`src/rtl/comp_8bits_arb_if.sv`:
```
// Request/result bundle for comp_8bits_arb: two valid/ready producers and one
// valid/ready result channel. The arbiter connects through the slave modport.
interface comp_8bits_arb_if;
  logic       req0_valid;
  logic [7:0] req0_data;
  logic       req0_ready;
  logic       req1_valid;
  logic [7:0] req1_data;
  logic       req1_ready;
  logic       res_valid;
  logic [7:0] res_data;
  logic       res_id;
  logic       res_ready;

  modport slave (
    input  req0_valid, req0_data, req1_valid, req1_data, res_ready,
    output req0_ready, req1_ready, res_valid, res_data, res_id
  );

  modport master (
    output req0_valid, req0_data, req1_valid, req1_data, res_ready,
    input  req0_ready, req1_ready, res_valid, res_data, res_id
  );
endinterface

```
`src/rtl/comp_8bits_arb.sv`:
```
// Round-robin arbiter sharing one comp_8bits complement unit between two
// requesters. Optional per-requester grant counters: define COMP_ARB_STATS_EN.
module comp_8bits (
  input  logic [7:0] x_i,
  output logic [7:0] y_o
);
  logic [6:0] neg_low;

  // 7-bit add wraps on purpose, so 8'h80 maps to itself
  assign neg_low = ~x_i[6:0] + 7'd1;
  assign y_o     = x_i[7] ? {1'b1, neg_low} : x_i;
endmodule

module comp_8bits_arb #(
  parameter bit          START_PRI = 1'b0,
  parameter int unsigned CNT_W     = 16
) (
  input  logic              clk,
  input  logic              rst_n,
  comp_8bits_arb_if.slave   bus
`ifdef COMP_ARB_STATS_EN
  ,
  output logic [CNT_W-1:0]  gnt_cnt0,
  output logic [CNT_W-1:0]  gnt_cnt1
`endif
);

  typedef enum logic {
    EMPTY = 1'b0,
    FULL  = 1'b1
  } buf_state_e;

  buf_state_e state_q, state_d;
  logic [7:0] data_q, data_d;
  logic       id_q, id_d;
  logic       ptr_q, ptr_d;

  logic       can_accept;
  logic       gnt0, gnt1;
  logic       rdy0, rdy1;
  logic [7:0] comp_in;
  logic [7:0] comp_out;

  if (CNT_W == 0) begin : g_bad_cnt_w
    $error("CNT_W must be at least 1");
  end

  comp_8bits u_comp (
    .x_i (comp_in),
    .y_o (comp_out)
  );

  always_comb begin
    can_accept = (state_q == EMPTY) | bus.res_ready;
    // Contention resolved by the pointer; a lone requester always wins.
    gnt0 = bus.req0_valid & (~bus.req1_valid | ~ptr_q);
    gnt1 = bus.req1_valid & (~bus.req0_valid |  ptr_q);
    rdy0 = can_accept & gnt0;
    rdy1 = can_accept & gnt1;
    comp_in = rdy1 ? bus.req1_data : bus.req0_data;
  end

  always_comb begin
    state_d = state_q;
    data_d  = data_q;
    id_d    = id_q;
    ptr_d   = ptr_q;
    unique case (state_q)
      EMPTY: begin
        if (rdy0 | rdy1) state_d = FULL;
      end
      FULL: begin
        if (!(rdy0 | rdy1) && bus.res_ready) state_d = EMPTY;
      end
      default: state_d = EMPTY;
    endcase
    if (rdy0 | rdy1) begin
      data_d = comp_out;
      id_d   = rdy1;
      ptr_d  = ~rdy1;
    end
  end

  always_ff @(posedge clk or negedge rst_n) begin
    if (!rst_n) begin
      state_q <= EMPTY;
      data_q  <= '0;
      id_q    <= 1'b0;
      ptr_q   <= START_PRI;
    end else begin
      state_q <= state_d;
      data_q  <= data_d;
      id_q    <= id_d;
      ptr_q   <= ptr_d;
    end
  end

  assign bus.req0_ready = rdy0;
  assign bus.req1_ready = rdy1;
  assign bus.res_valid  = (state_q == FULL);
  assign bus.res_data   = data_q;
  assign bus.res_id     = id_q;

`ifdef COMP_ARB_STATS_EN
  logic [CNT_W-1:0] cnt0_q, cnt0_d;
  logic [CNT_W-1:0] cnt1_q, cnt1_d;

  always_comb begin
    cnt0_d = cnt0_q;
    cnt1_d = cnt1_q;
    if (rdy0 && (cnt0_q != '1)) cnt0_d = cnt0_q + CNT_W'(1);
    if (rdy1 && (cnt1_q != '1)) cnt1_d = cnt1_q + CNT_W'(1);
  end

  always_ff @(posedge clk or negedge rst_n) begin
    if (!rst_n) begin
      cnt0_q <= '0;
      cnt1_q <= '0;
    end else begin
      cnt0_q <= cnt0_d;
      cnt1_q <= cnt1_d;
    end
  end

  assign gnt_cnt0 = cnt0_q;
  assign gnt_cnt1 = cnt1_q;
`endif

endmodule

```
`src/flat_wrapper.sv`:
```
// flat-port wrapper written by rule: the top's interface ports become plain ports
module comp_8bits_arb_flat 
#(
  parameter bit          START_PRI = 1'b0,
  parameter int unsigned CNT_W     = 16
)
  (clk, rst_n, bus_req0_valid, bus_req0_data, bus_req1_valid, bus_req1_data, bus_res_ready, bus_req0_ready, bus_req1_ready, bus_res_valid, bus_res_data, bus_res_id);
  comp_8bits_arb_if bus_i ();
  input  logic clk;
  input  logic rst_n;
  input wire logic [$bits(bus_i.req0_valid)-1:0] bus_req0_valid;
  input wire logic [$bits(bus_i.req0_data)-1:0] bus_req0_data;
  input wire logic [$bits(bus_i.req1_valid)-1:0] bus_req1_valid;
  input wire logic [$bits(bus_i.req1_data)-1:0] bus_req1_data;
  input wire logic [$bits(bus_i.res_ready)-1:0] bus_res_ready;
  output wire logic [$bits(bus_i.req0_ready)-1:0] bus_req0_ready;
  output wire logic [$bits(bus_i.req1_ready)-1:0] bus_req1_ready;
  output wire logic [$bits(bus_i.res_valid)-1:0] bus_res_valid;
  output wire logic [$bits(bus_i.res_data)-1:0] bus_res_data;
  output wire logic [$bits(bus_i.res_id)-1:0] bus_res_id;
  assign bus_i.req0_valid = bus_req0_valid;
  assign bus_i.req0_data = bus_req0_data;
  assign bus_i.req1_valid = bus_req1_valid;
  assign bus_i.req1_data = bus_req1_data;
  assign bus_i.res_ready = bus_res_ready;
  assign bus_req0_ready = bus_i.req0_ready;
  assign bus_req1_ready = bus_i.req1_ready;
  assign bus_res_valid = bus_i.res_valid;
  assign bus_res_data = bus_i.res_data;
  assign bus_res_id = bus_i.res_id;
  comp_8bits_arb #(.START_PRI(START_PRI), .CNT_W(CNT_W)) u_core (.clk(clk), .rst_n(rst_n), .bus(bus_i));
endmodule
```
`config.mk`:
```
export PLATFORM = sky130hd
export DESIGN_NAME = comp_8bits_arb_flat
export DESIGN_NICKNAME = d
export VERILOG_FILES = /design/src/rtl/comp_8bits_arb_if.sv /design/src/rtl/comp_8bits_arb.sv /design/src/flat_wrapper.sv
export SDC_FILE = /design/constraint.sdc
export NUM_CORES = 1
export LEC_CHECK = 0
export BUFFER_PORTS_ARGS = -buffer_cell sky130_fd_sc_hd__buf_2
export CAP_MARGIN = 20
export CORE_MARGIN = 2
export CORE_UTILIZATION = 49
export DETAILED_ROUTE_END_ITERATION = 8
export PLACE_DENSITY = 0.82
export REMOVE_ABC_BUFFERS = 1
export SLEW_MARGIN = 20
export SYNTH_ARGS = -nofsm -noshare
export SYNTH_HDL_FRONTEND = slang
export SYNTH_SLANG_ARGS = --single-unit
```
`constraint.sdc`:
```
create_clock -name clk -period 2.9 [get_ports clk]
set_input_delay 0 -clock clk [delete_from_list [all_inputs] [get_ports clk]]
set_output_delay 0 -clock clk [all_outputs]
set_load 0.02 [all_outputs]
```
Yosys cells after proc, flatten, opt, wreduce, memory -nomap -nowiden
Index checks and enable logic that the tools add are counted.

storage, ports and cells
  bits in registers = 11
  word-level logic and storage cells = 26
  output and inout bits = 12

cells by class
  mux-type cells = 5
  bitwise gates (word level) = 14
  add/sub/neg operators = 1
  reduce and logical (&&, ||, !) cells = 2

operators by type and width
  cell                                         count
  2-to-1 mux 8 bit                             2
  adder 7 x 1 -> 7 bit, second input constant  1
  inverter 7 bit                               1
  inverter 1 bit                               5
  bitwise AND 1 bit                            4
  bitwise OR 1 bit                             4
  2-to-1 mux 1 bit                             2
  case mux 1 bit (2 select lines)              1
  logical AND 1 bit                            1
  logical NOT 1 bit                            1

Longest topological paths before layout
Gate-level depths: netlist of the first run.

  depth after elaboration = 9
  mapped depth = 9
  depth with buffers taken out = 8

Cells and area by module
From an unflattened synthesis of the first run, not the netlist that was laid out.

second synthesis, totals
  cells, all modules = 59
  area total of the unflattened synthesis = 728.2 µm²

by module, submodules not included
  module          area an instance (µm²)  sequential area each (µm²)  instances  cells each
  comp_8bits_arb  583.1                   275.3                       1          40
  comp_8bits      145.1                   0.0                         1          19

Least setup slack after synthesis of the first run
No wires, ideal clock.

  path type = register to register
  from = register u_core.state_q (netlist: u_core.bus.res_valid)
  to = register u_core.data_q[6] (netlist: u_core.bus.res_data[6])
  slack = 0.871 ns
  stages on the path, launching flop included = 10
  library setup time = 0.138 ns
  arrival = 1.891 ns
  clock period less this slack = 2.029 ns
  path through = dfrtp_1 nand2b_1 buf_4 nand3_2 mux2i_1 ha_1 clkinv_4 o31ai_1 xor2_1 o221ai_1

on the way
  word-level cells in the longest chain between the ends = 7
  elaborated cells between the ends (all ways) = 9

RTL lines
  element                   RTL line              source
  start: declaration        comp_8bits_arb.sv:33  buf_state_e state_q, state_d;
  start signal: assignment  comp_8bits_arb.sv:91  state_q <= state_d;
  inverter 1 bit *          comp_8bits_arb.sv:54  can_accept = (state_q == EMPTY) | bus.res_ready;
  bitwise OR 1 bit *        comp_8bits_arb.sv:54
  bitwise AND 1 bit         comp_8bits_arb.sv:59  rdy1 = can_accept & gnt1;
  2-to-1 mux 8 bit          comp_8bits_arb.sv:60  comp_in = rdy1 ? bus.req1_data : bus.req0_data;
  inverter 7 bit            comp_8bits_arb.sv:10  assign neg_low = ~x_i[6:0] + 7'd1;
  adder 7 x 1 -> 7 bit      comp_8bits_arb.sv:10
  2-to-1 mux 8 bit          comp_8bits_arb.sv:11  assign y_o = x_i[7] ? {1'b1, neg_low} : x_i;
  end signal: assignment    comp_8bits_arb.sv:92  data_q <= data_d;
  end: declaration          comp_8bits_arb.sv:34  logic [7:0] data_q, data_d;

Every way passes the cells marked *; elsewhere a longest branch is shown, timed or not.
A chain may end at the register's enable or synchronous reset.

Final worst setup path of the first run
Ends and elaborated chain as after synthesis.

==> summary.txt, run 1 <==
Logic synthesis
  – Post-synthesis compound-gate area fraction: about a quarter
  – Post-synthesis sequential area ratio: between 30% and 40%
  – Synth Area in XOR/XNOR: 9.23%
  – Fraction of registers with async set/reset: 100%
  – Adder-cell share of the synthesized area: 1.65%
  – Simple logic cell fraction of the synthesized area: 19.9%
  – Distinct cell type count after synthesis: 31
  – Mapped Avg Cell Area: 9.04 um2
  – EDFF count, synth: 0
  – Total number of yosys warnings: 0
  – Seq cells post-synth: 11
  – Top FF cell, synth: dfrtp_1
  – Mux contribution to synthesized area: roughly 1.3%
  – Post-synth design cell area: between 700 and 800 um2
  – Synthesized instance count: 84
  – Main combinational cell family by area after synthesis: compound AO/OA/AOI/OAI gates

Routing
  – Detailed Route Iter0 Violations: 25
  – Wirelength per Cell: 14.2 um
  – Post-route DRC: 0
  – Vias per cell: 5.81
  – Drt total wl: ~1900 um
  – First drt pass iteration count: 4
  – Vias: 784
  – Post-DRT Antenna Nets: 0

Setup path
  – FF-to-FF setup slack: 0.69 ns
  – Crit path required time: 3.05 ns
  – Crit path DAT: between 2 and 2.5 ns
  – CP Depth: 8
  – R2R Path End: u_core.bus.res_data[6]
  – Critical path origin: u_core.bus.res_valid
  – Crit path cell chain: nand2b_1 > nand3_2 > mux2i_1 > ha_1 > clkinv_4 > o31ai_1 > xor2_1 > o221ai_1
  – Delay-heaviest family, CP: simple AND/OR/NAND/NOR gates
  – Worst Setup EP: u_core.bus.res_data[6]
  – Reg-to-Reg Start: u_core.bus.res_valid
  – Startpoint Class: register
  – Buf/Inv on CP: 1
  – Setup CP Type: reg -> reg
  – Setup crit end kind: register
  – Slowest CP cell: dfrtp_1
  – Max stage delay on crit path: about 0.4 ns
  – Critical path peak fanout: 10
  – Reg2Reg Depth: 8

Final layout
  – Fillers: approximately 130
  – Commonest non-fill, non-tap cell in the layout: buf_2
  – Register Area: 275 um2
  – Most frequent cells in the layout: buf_2 (32), nand2_1 (14), dfrtp_1 (11)
  – Diodes inserted: 0
  – Multi-input logic area: 444 um2
  – Layout cells sized above 1: 34.5%
  – Area Overhead vs Synth: 26.9%
  – Final #Nets: 142

Clock tree
  – Sink Count: 11
  – CTS tree: done
  – Clock slew at reported path FFs: 0.07 ns
  – H-tree depth: 1
  – Skew-Pair Late Insertion Delay: between 0.2 and 0.3 ns
  – Root Driver: clkbuf_4
  – Number of buffers created by CTS: 3
  – Clk buf depth: 2

Power and ir drop
  – Power Total: 483 uW
  – Peak supply drop: 0.276 mV
  – Leakage: 0.488 nW
  – Cell Pwr Density: between 500 and 600 nW/um2

Timing
  – Crit share post-route: 76.1%
  – Max Slew Vio Count: 0
  – Fin crit period: 2.21 ns
  – RSZ-0062 raised after global routing: false
  – Setup violators final: 0
  – Worst Tran Pin Value: 0.324 ns
  – Fmax: 453 MHz
  – Slew HR: 78.4%
  – Final hold vios: 0
  – Final Skew: 0.00514 ns
  – Setup TNS: 0 ns

Floorplan
  – Core area: between 1000 and 1500 um2
  – Initial Util: 51.6%
  – Die W: 43.4 um
  – Die area: 1880 um2
  – Die height: 43.4 um
  – I/O pins: 33
  – Row Count: 14

Placed design
  – GP Congestion: just under 0.9
  – # port buffers: 32
  – Dpl hpwl: 1440 um

Run
  – Number of max-cap violations: 0

Global routing
  – Initial antenna violation count: 0
  – Largest net degree at the start of global routing: 13
  – First-pass GRT wire length: 3300 um
  – Tot GR Track Use: between 20% and 30%
  – Grt total ovfl: 0
  – Vias in the first global route: between 700 and 800

Status
  – Status: finished, final reports clean

Hold path
  – Hold crit path type: in -> reg
[where the power goes]
part | leakage (nW) | switching [mW] | internal (mW) | total [mW]
Clock | 0.0150 | 0.0535 | 0.0533 | 0.107
Sequential | 0.130 | 0.0136 | 0.181 | 0.195
Combinational | 0.344 | 0.112 | 0.0695 | 0.181
[cell usage after synthesis, types with 2 or more instances]
library cell | instances | area, um2
nand2_1 | 14 | 52.6
dfrtp_1 | 11 | 275
o31ai_1 | 9 | 67.6
xor2_1 | 8 | 70.1
nor2_1 | 4 | 15.0
o221ai_1 | 4 | 35.0
and4_1 | 3 | 26.3
o21ai_0 | 3 | 15.0
a211oi_1 | 2 | 15.0
buf_4 | 2 | 15.0
inv_2 | 2 | 7.51
o21ai_1 | 2 | 10.0
or3_1 | 2 | 12.5
[worst register-to-register path, delay by kind of cell, from the launching register on]
family	cells	cell delay, ns
mux	1	0.27
flops	1	0.40
fa+ha+maj	1	0.23
buf+inv	1	0.08
xor+xnor	1	0.17
simple gates	2	0.53
compound gates	2	0.41
[state kept, by name (all words and copies together), names as in the netlist]
signal	count
u_core.bus.res_data	8
u_core.ptr_q	1
u_core.bus.res_id	1
u_core.bus.res_valid	1
[worst min path at each step]
stage	cells after the start	slack [ns]	end	startpoint
finish	3	0.02	u_core.ptr_q	bus_req0_valid
global route	3	0.04	u_core.ptr_q	bus_req0_valid
CTS	3	0.02	u_core.ptr_q	bus_req0_valid
detailed placement	1	-0.11	u_core.bus.res_id	rst_n
global placement	1	-0.12	u_core.bus.res_data[3]	rst_n
floorplan	0	-0.30	u_core.bus.res_data[0]	rst_n
[cell type report]
cell class,count,area share (%)
Tap cell,16,2.08
Inverter,4,2.08
Sequential cell,11,28.6
Clock buffer,4,2.73
Multi-Input combinational cell,66,46.1
Timing Repair Buffer,34,18.4
[timing repair]
action / 4_1_cts / 5_1_grt
resized for setup: 0 / 0
hold buffers: 1 / 0
endpoints found under the hold margin: 11 / 0
setup buffers: 0 / 0
[logic make-up (layout without fill, tap and decap cells)]
family / Yosys count / after routing
AND/OR/NAND/NOR: 29 / 29
AO/OA/AOI/OAI: 27 / 27
flip-flops: 11 / 11
XOR/XNOR: 8 / 8
buffers and inverters: 7 / 42
adder cells (fa/ha/maj): 1 / 1
multiplexers: 1 / 1
[metrics by stage]
stage               hold WS [ns]  utilization, %  setup slack [ns]  instances  cell area [um2]
CTS                       0.0156            65.5             0.694        135              963
global placement          -0.118            63.0             0.767        130              927
detailed placement        -0.109            63.0             0.695        130              927
floorplan                 -0.296               -             0.839         81              739
finish                    0.0172            65.5             0.694        135              963
global route              0.0394            65.5             0.489        135              963
[per-layer routing]
layer / routed length [um] / vias up / GRT usage, %
met5: 0 / - / 0
met2: 937 / 36 / 41.5
li1: - / 383 / -
met4: 48 / 0 / 12.7
met1: 802 / 358 / 28.2
met3: 133 / 7 / 3.33
No activity file was read; power rests on OpenSTA's default activity.
==> inputs of run 2 (changes only) <==
CORE_UTILIZATION = 41   (was 49)
PLACE_DENSITY = 0.73   (was 0.82)
clock period = 1.85 ns   (was 2.9 ns; I/O delays follow)
==> run 2 against run 1 <==
Die area up 18%. Non-clock buffer count up 10. Clock skew down 0.0011 ns. Final area up 17%. Sequential power up 57%. Combinational power up 94%. Largest power group is now combinational cells. Via count up 6.6%. Hold slack worse by 0.0069 ns. Clock power up 70%. Count of clock-buffer cells in the layout unchanged. Worst setup slack worse by 0.73 ns. The flow now finishes with violations (negative setup slack).
==> summary.txt, run 2 (synthesized netlist as in run 1, its figures left out) <==
Global routing
  – Grt total ovfl: 0
  – Largest net degree at the start of global routing: 12
  – First-pass GRT wire length: approximately 3400 um
  – Vias in the first global route: around 760
  – Tot GR Track Use: 22.5%
  – Initial antenna violation count: 0

Timing
  – Final Worst Setup Slack: -0.0366 ns
  – Fin crit period: 1.89 ns
  – Worst Tran Pin Value: approximately 0.35 ns
  – Final Skew: 0.00404 ns
  – WHS: 0.0103 ns
  – Fmax: 530 MHz
  – Setup violators final: 1
  – Final hold vios: 0
  – Slew HR: 76.7%
  – Max Slew Vio Count: 0
  – Crit share post-route: 102%
  – RSZ-0062 raised after global routing: true

Clock tree
  – Number of buffers created by CTS: 3
  – Clk buf depth: 2
  – Skew-Pair Late Insertion Delay: 0.29 ns
  – Root Driver: clkbuf_4
  – H-tree depth: 1
  – CTS tree: done
  – Sink Count: 11
  – Clock slew at reported path FFs: 0.08 ns

Placed design
  – Dpl ws: -0.149 ns
  – GP Congestion: between 0.7 and 0.8
  – Placed cell count: 147
  – Dpl hpwl: approximately 1600 um
  – # port buffers: 32
  – Post-place instance area: 998 um2

Floorplan
  – Die W: 47.0 um
  – Die height: 47.0 um
  – Core area: 1730 um2
  – Initial Util: 44.0%
  – Die area: between 2000 and 2500 um2
  – Row Count: 15
  – I/O pins: 33

Power and ir drop
  – Power Total: 839 uW
  – Cell Pwr Density: 742 nW/um2
  – Leakage: 0.549 nW
  – Peak supply drop: 0.491 mV

Routing
  – Vias per cell: 5.43
  – Vias: 836
  – Drt total wl: 2240 um
  – Met1 WL: approximately 970 um
  – Post-DRT Antenna Nets: 0
  – WL met3: 153 um
  – Post-route DRC: 0
  – Wirelength per Cell: 14.5 um
  – Highest Signal Layer: met4
  – First drt pass iteration count: 4
  – Met2 wire len: 1070 um
  – Detailed Route Iter0 Violations: 14

Setup path
  – Slowest CP cell: dfrtp_1
  – Crit path cell chain: nand2b_4 > nand3_4 > mux2i_4 > ha_2 > clkinv_4 > o31ai_2 > xor2_1 > o221ai_1
  – Reg2Reg Depth: 8
  – Setup CP Type: reg -> reg
  – Startpoint Class: register
  – Critical path peak fanout: 5
  – Crit path required time: roughly 2 ns
  – Crit path DAT: ~2.1 ns
  – Setup crit end kind: register
  – CP Depth: 8
  – Max stage delay on crit path: ~0.38 ns
  – Delay-heaviest family, CP: flip-flops
  – Buf/Inv on CP: 1

Final layout
  – Fillers: between 100 and 150
  – Non-Filler Instances: 154
  – Final instance area: approximately 1100 um2
  – Final #Nets: 152
  – Most frequent cells in the layout: buf_2 (32), nand2_1 (14), buf_4 (11), dfrtp_1 (11), xor2_1 (8)
  – Register Area: 275 um2
  – Multi-input logic area: 526 um2
  – Diodes inserted: 0
  – Area Overhead vs Synth: 48.9%
  – Commonest non-fill, non-tap cell in the layout: buf_2
  – Layout cells sized above 1: 46.5%
  – Largest register FFs: 8

Status
  – Status: finished, violations left
  – Failing checks: negative setup slack

Hold path
  – Hold crit path type: in -> reg
  – Hold path depth: 3

Run
  – Number of max-cap violations: 0
-- run 2: worst min-delay path: cells and delay by family --
family	cells	cell delay, ns
AO/OA/AOI/OAI	1	0.06
AND/OR/NAND/NOR	1	0.05
buffers and inverters	1	0.13
-- run 2: path summary, 6_finish.rpt --
kind | start | to | slack (ns)
worst max-delay path | u_core.ptr_q | u_core.bus.res_data[4] | -0.04
max in group asynchronous | rst_n | u_core.ptr_q | 1.52
worst min-delay path | bus_req0_valid | u_core.ptr_q | 0.01
min in group asynchronous | rst_n | u_core.bus.res_data[0] | 0.11
worst max register to register | u_core.ptr_q | u_core.bus.res_data[4] | -0.04
worst min register to register | u_core.bus.res_data[1] | u_core.bus.res_data[1] | 0.48
-- run 2: final cells by class --
type / count / area share, %
tap: 25 / 2.77
inverter: 4 / 1.77
clock buffer: 4 / 2.32
multi-input combinational: 66 / 46.5
timing repair buffer: 44 / 22.3
sequential: 11 / 24.3
-- run 2: power breakdown --
group,internal [mW],total [mW],switching [mW]
clock,0.0840,0.182,0.0979
combinational,0.151,0.351,0.200
sequential,0.284,0.306,0.0225
-- run 2: routing by layer --
metal / vias up / GRT usage (%)
met5: - / 0
met4: 0 / 12.2
met3: 5 / 3.46
met2: 34 / 36.2
met1: 391 / 28.8
li1: 406 / -
-- run 2: through the flow --
| step | utilization (%) | TNS, ns |
|---|---|---|
| after floorplan | - | -0.392 |
| after detailed placement | 57.8 | -0.248 |
| after CTS | 64.3 | 0 |
| after global placement | 57.8 | -0.0553 |
| final | 65.5 | -0.0366 |
| after global routing | 65.5 | -0.227 |
-- run 2: timing repair --
item | 4_1_cts | 5_1_grt
gates resized for setup | 12 | 2
hold buffers | 1 | 0
endpoints found under the setup margin | 2 | 3
endpoints found under the hold margin | 11 | 0
setup buffers | 1 | 1
pin swaps | 5 | 3
==> inputs of run 3 (changes only) <==
ABC_AREA = 1   (was unset)
==> run 3 against run 2 <==
The run now ends clean. Synthesized area up 2.6%. Largest power group unchanged. First-iteration DRC count down 50%. Highest routed layer unchanged. Combinational power is 30% higher. Sequential cell count stayed put. Power up 15%. Sequential power is 15% higher. Count of clock-buffer cells in the layout unchanged. Worst setup slack better by 0.24 ns. Cell count rose by 7.8%. Register-to-register slack improved by 0.24 ns. Clock power down 15%.
==> summary.txt, run 3 <==
Global routing
  – Grt total ovfl: 0
  – First-pass GRT wire length: 2570 um
  – Vias in the first global route: 595
  – Tot GR Track Use: 16.7%
  – Initial antenna violation count: 0
  – Largest net degree at the start of global routing: 15

Logic synthesis
  – Synth top cells by count: nand2_1 (34), inv_1 (19), dfrtp_1 (11)
  – Synthesized instance count: 105
  – Cell taking the most area after synthesis: dfrtp_1
  – Yosys top cell area share: 35.3%
  – Total number of yosys warnings: 0
  – Fraction of registers with async set/reset: 100%
  – Post-synth design cell area: 779 um2
  – Count leader, synth: nand2_1
  – Distinct cell type count after synthesis: 19
  – Post-synthesis sequential area ratio: 35.3%
  – EDFF count, synth: 0
  – Mapped Avg Cell Area: 7.42 um2
  – Main area contributors after synthesis: dfrtp_1 (35%), nand2_1 (16%), inv_1 (9.1%)
  – Top FF cell, synth: dfrtp_1
  – Seq cells post-synth: 11

Setup path
  – Setup crit end kind: register
  – Crit path DAT: 1.80 ns
  – Reg-to-Reg Start: u_core.bus.res_valid
  – CP most frequent cell: nand2_1
  – Delay-heaviest family, CP: simple AND/OR/NAND/NOR gates
  – Max stage delay on crit path: 0.38 ns
  – R2R Path End: u_core.bus.res_data[6]
  – Worst Setup EP: u_core.bus.res_data[6]
  – FF-to-FF setup slack: 0.20 ns
  – Setup CP Type: reg -> reg
  – Critical path origin: u_core.bus.res_valid
  – Startpoint Class: register
  – Slowest CP cell: dfrtp_1
  – Crit path cell chain: nand2_2 > nand3_4 > nand2_1 > nand2_2 > ha_1 > nand3_2 > nand2_1 > nand2_1 > nand2_1 > nand3_1 > nand2_1
  – CP Depth: 11
  – Reg2Reg Depth: 11
  – Critical path peak fanout: 13
  – Crit path required time: ~2 ns
  – Buf/Inv on CP: 0

Timing
  – Fin crit period: 1.65 ns
  – Slew HR: 80.8%
  – Crit share post-route: 89.0%
  – WHS: ~0.084 ns
  – Max Slew Vio Count: 0
  – Final Skew: 0.00361 ns
  – Setup violators final: 0
  – Worst Tran Pin Value: ~0.28 ns
  – Final hold vios: 0
  – Setup TNS: 0 ns
  – Fmax: 607 MHz
  – RSZ-0062 raised after global routing: false

Clock tree
  – Clock slew at reported path FFs: approximately 0.07 ns
  – Number of buffers created by CTS: 3
  – H-tree depth: 1
  – Resized Gates After CTS: 0
  – Clk buf depth: 2
  – Root Driver: clkbuf_4
  – Sink Count: 11
  – Skew-Pair Late Insertion Delay: 0.26 ns
  – CTS tree: done

Final layout
  – Commonest non-fill, non-tap cell in the layout: nand2_1
  – Largest register FFs: 8
  – Non-Filler Instances: ~170
  – Diodes inserted: 0
  – Layout cells sized above 1: approximately 37%
  – Fillers: 197
  – Area Overhead vs Synth: 27.3%
  – Fin util: 56.2%
  – Final #Nets: 164
  – Most frequent cells in the layout: nand2_1 (34), buf_2 (32), inv_1 (19)

Routing
  – Detailed Route Iter0 Violations: 7
  – First drt pass iteration count: 3
  – Vias: 731
  – Wirelength per Cell: roughly 9.5 um
  – Post-route DRC: 0
  – Post-DRT Antenna Nets: 0
  – Vias per cell: 4.40
  – Drt total wl: approximately 1600 um

Floorplan
  – I/O pins: 33
  – Core area: 1760 um2
  – Die area: 2270 um2
  – Die W: about 48 um
  – Row Count: 15
  – Die height: 47.6 um
  – Initial Util: around 44%

Placed design
  – GP Congestion: 0.761
  – Dpl hpwl: 1360 um
  – # port buffers: 32
  – Placed cell count: about 160

Run
  – Number of max-cap violations: 0

Status
  – Status: finished, final reports clean

Power and ir drop
  – Cell Pwr Density: 969 nW/um2
  – Peak supply drop: 0.317 mV
  – Leakage: slightly below 0.6 nW
  – Power Total: 961 uW

Hold path
  – Hold crit path type: in -> reg
-- run 3: changes by cell type after synthesis, sizes merged, moves of 2 or more --
cell    previous run  this run
a211oi             2         0
and4               3         0
inv                3        19
nand2             14        43
nand2b             2         0
nand3              1         9
nand4              0         5
nor2               4         1
o21ai              5         9
o221ai             4         0
o31ai              9         0
or3                2         0
xor2               8         0
-- run 3: how the worst min path moves through the flow --
stage / slack [ns] / startpoint / cells past startpoint / endpoint
finish: 0.08 / bus_req0_valid / 3 / u_core.ptr_q
CTS: 0.08 / bus_req0_valid / 3 / u_core.ptr_q
floorplan: -0.30 / rst_n / 0 / u_core.bus.res_data[0]
global placement: -0.12 / rst_n / 1 / u_core.ptr_q
detailed placement: -0.12 / rst_n / 1 / u_core.bus.res_valid
global route: 0.10 / bus_req0_valid / 3 / u_core.ptr_q
-- run 3: layout make-up --
| class | count | area, um2 | share of cell area, % |
|---|---|---|---|
| inverter | 19 | 71.3 | 7.19 |
| tap | 25 | 31.3 | 3.15 |
| multi-input combinational | 73 | 410 | 41.4 |
| clock buffer | 4 | 26.3 | 2.65 |
| timing repair buffer | 34 | 178 | 17.9 |
| sequential | 11 | 275 | 27.7 |
-- run 3: worst min-delay path: cells and delay by family --
family | cells | cell delay [ns]
buf+inv | 1 | 0.12
simple gates | 1 | 0.09
compound gates | 1 | 0.09
-- run 3: what timing repair did --
item                      CTS  global route
buffers inserted            0             0
hold endpoints to repair   11             0
hold buffers                1             0
-- run 3: kinds of logic after synthesis --
kind of cell / after synthesis / share of synthesized area (%)
AO/OA/AOI/OAI: 11 / 10.4
XOR/XNOR: 1 / 1.12
adder cells (fa/ha/maj): 1 / 1.60
buffers and inverters: 21 / 12.0
flip-flops: 11 / 35.3
AND/OR/NAND/NOR: 60 / 39.5
-- run 3: power by group --
| part | total [mW] | internal (mW) | switching, mW |
|---|---|---|---|
| Clock | 0.155 | 0.0832 | 0.0714 |
| Combinational | 0.456 | 0.160 | 0.297 |
| Sequential | 0.351 | 0.315 | 0.0356 |
-- run 3: layer usage --
metal	global-route usage [%]	share of wire, %
met4	11.4	1.7
met3	1.13	3.0
met1	22.2	46
met2	25.9	49
met5	0	0
-- run 3: through the flow --
stage | setup slack [ns] | instance area, um2
floorplan | 0.150 | 757
global placement | 0.256 | 956
detailed placement | 0.212 | 956
CTS | 0.198 | 992
global route | 0.0390 | 992
finish | 0.204 | 992
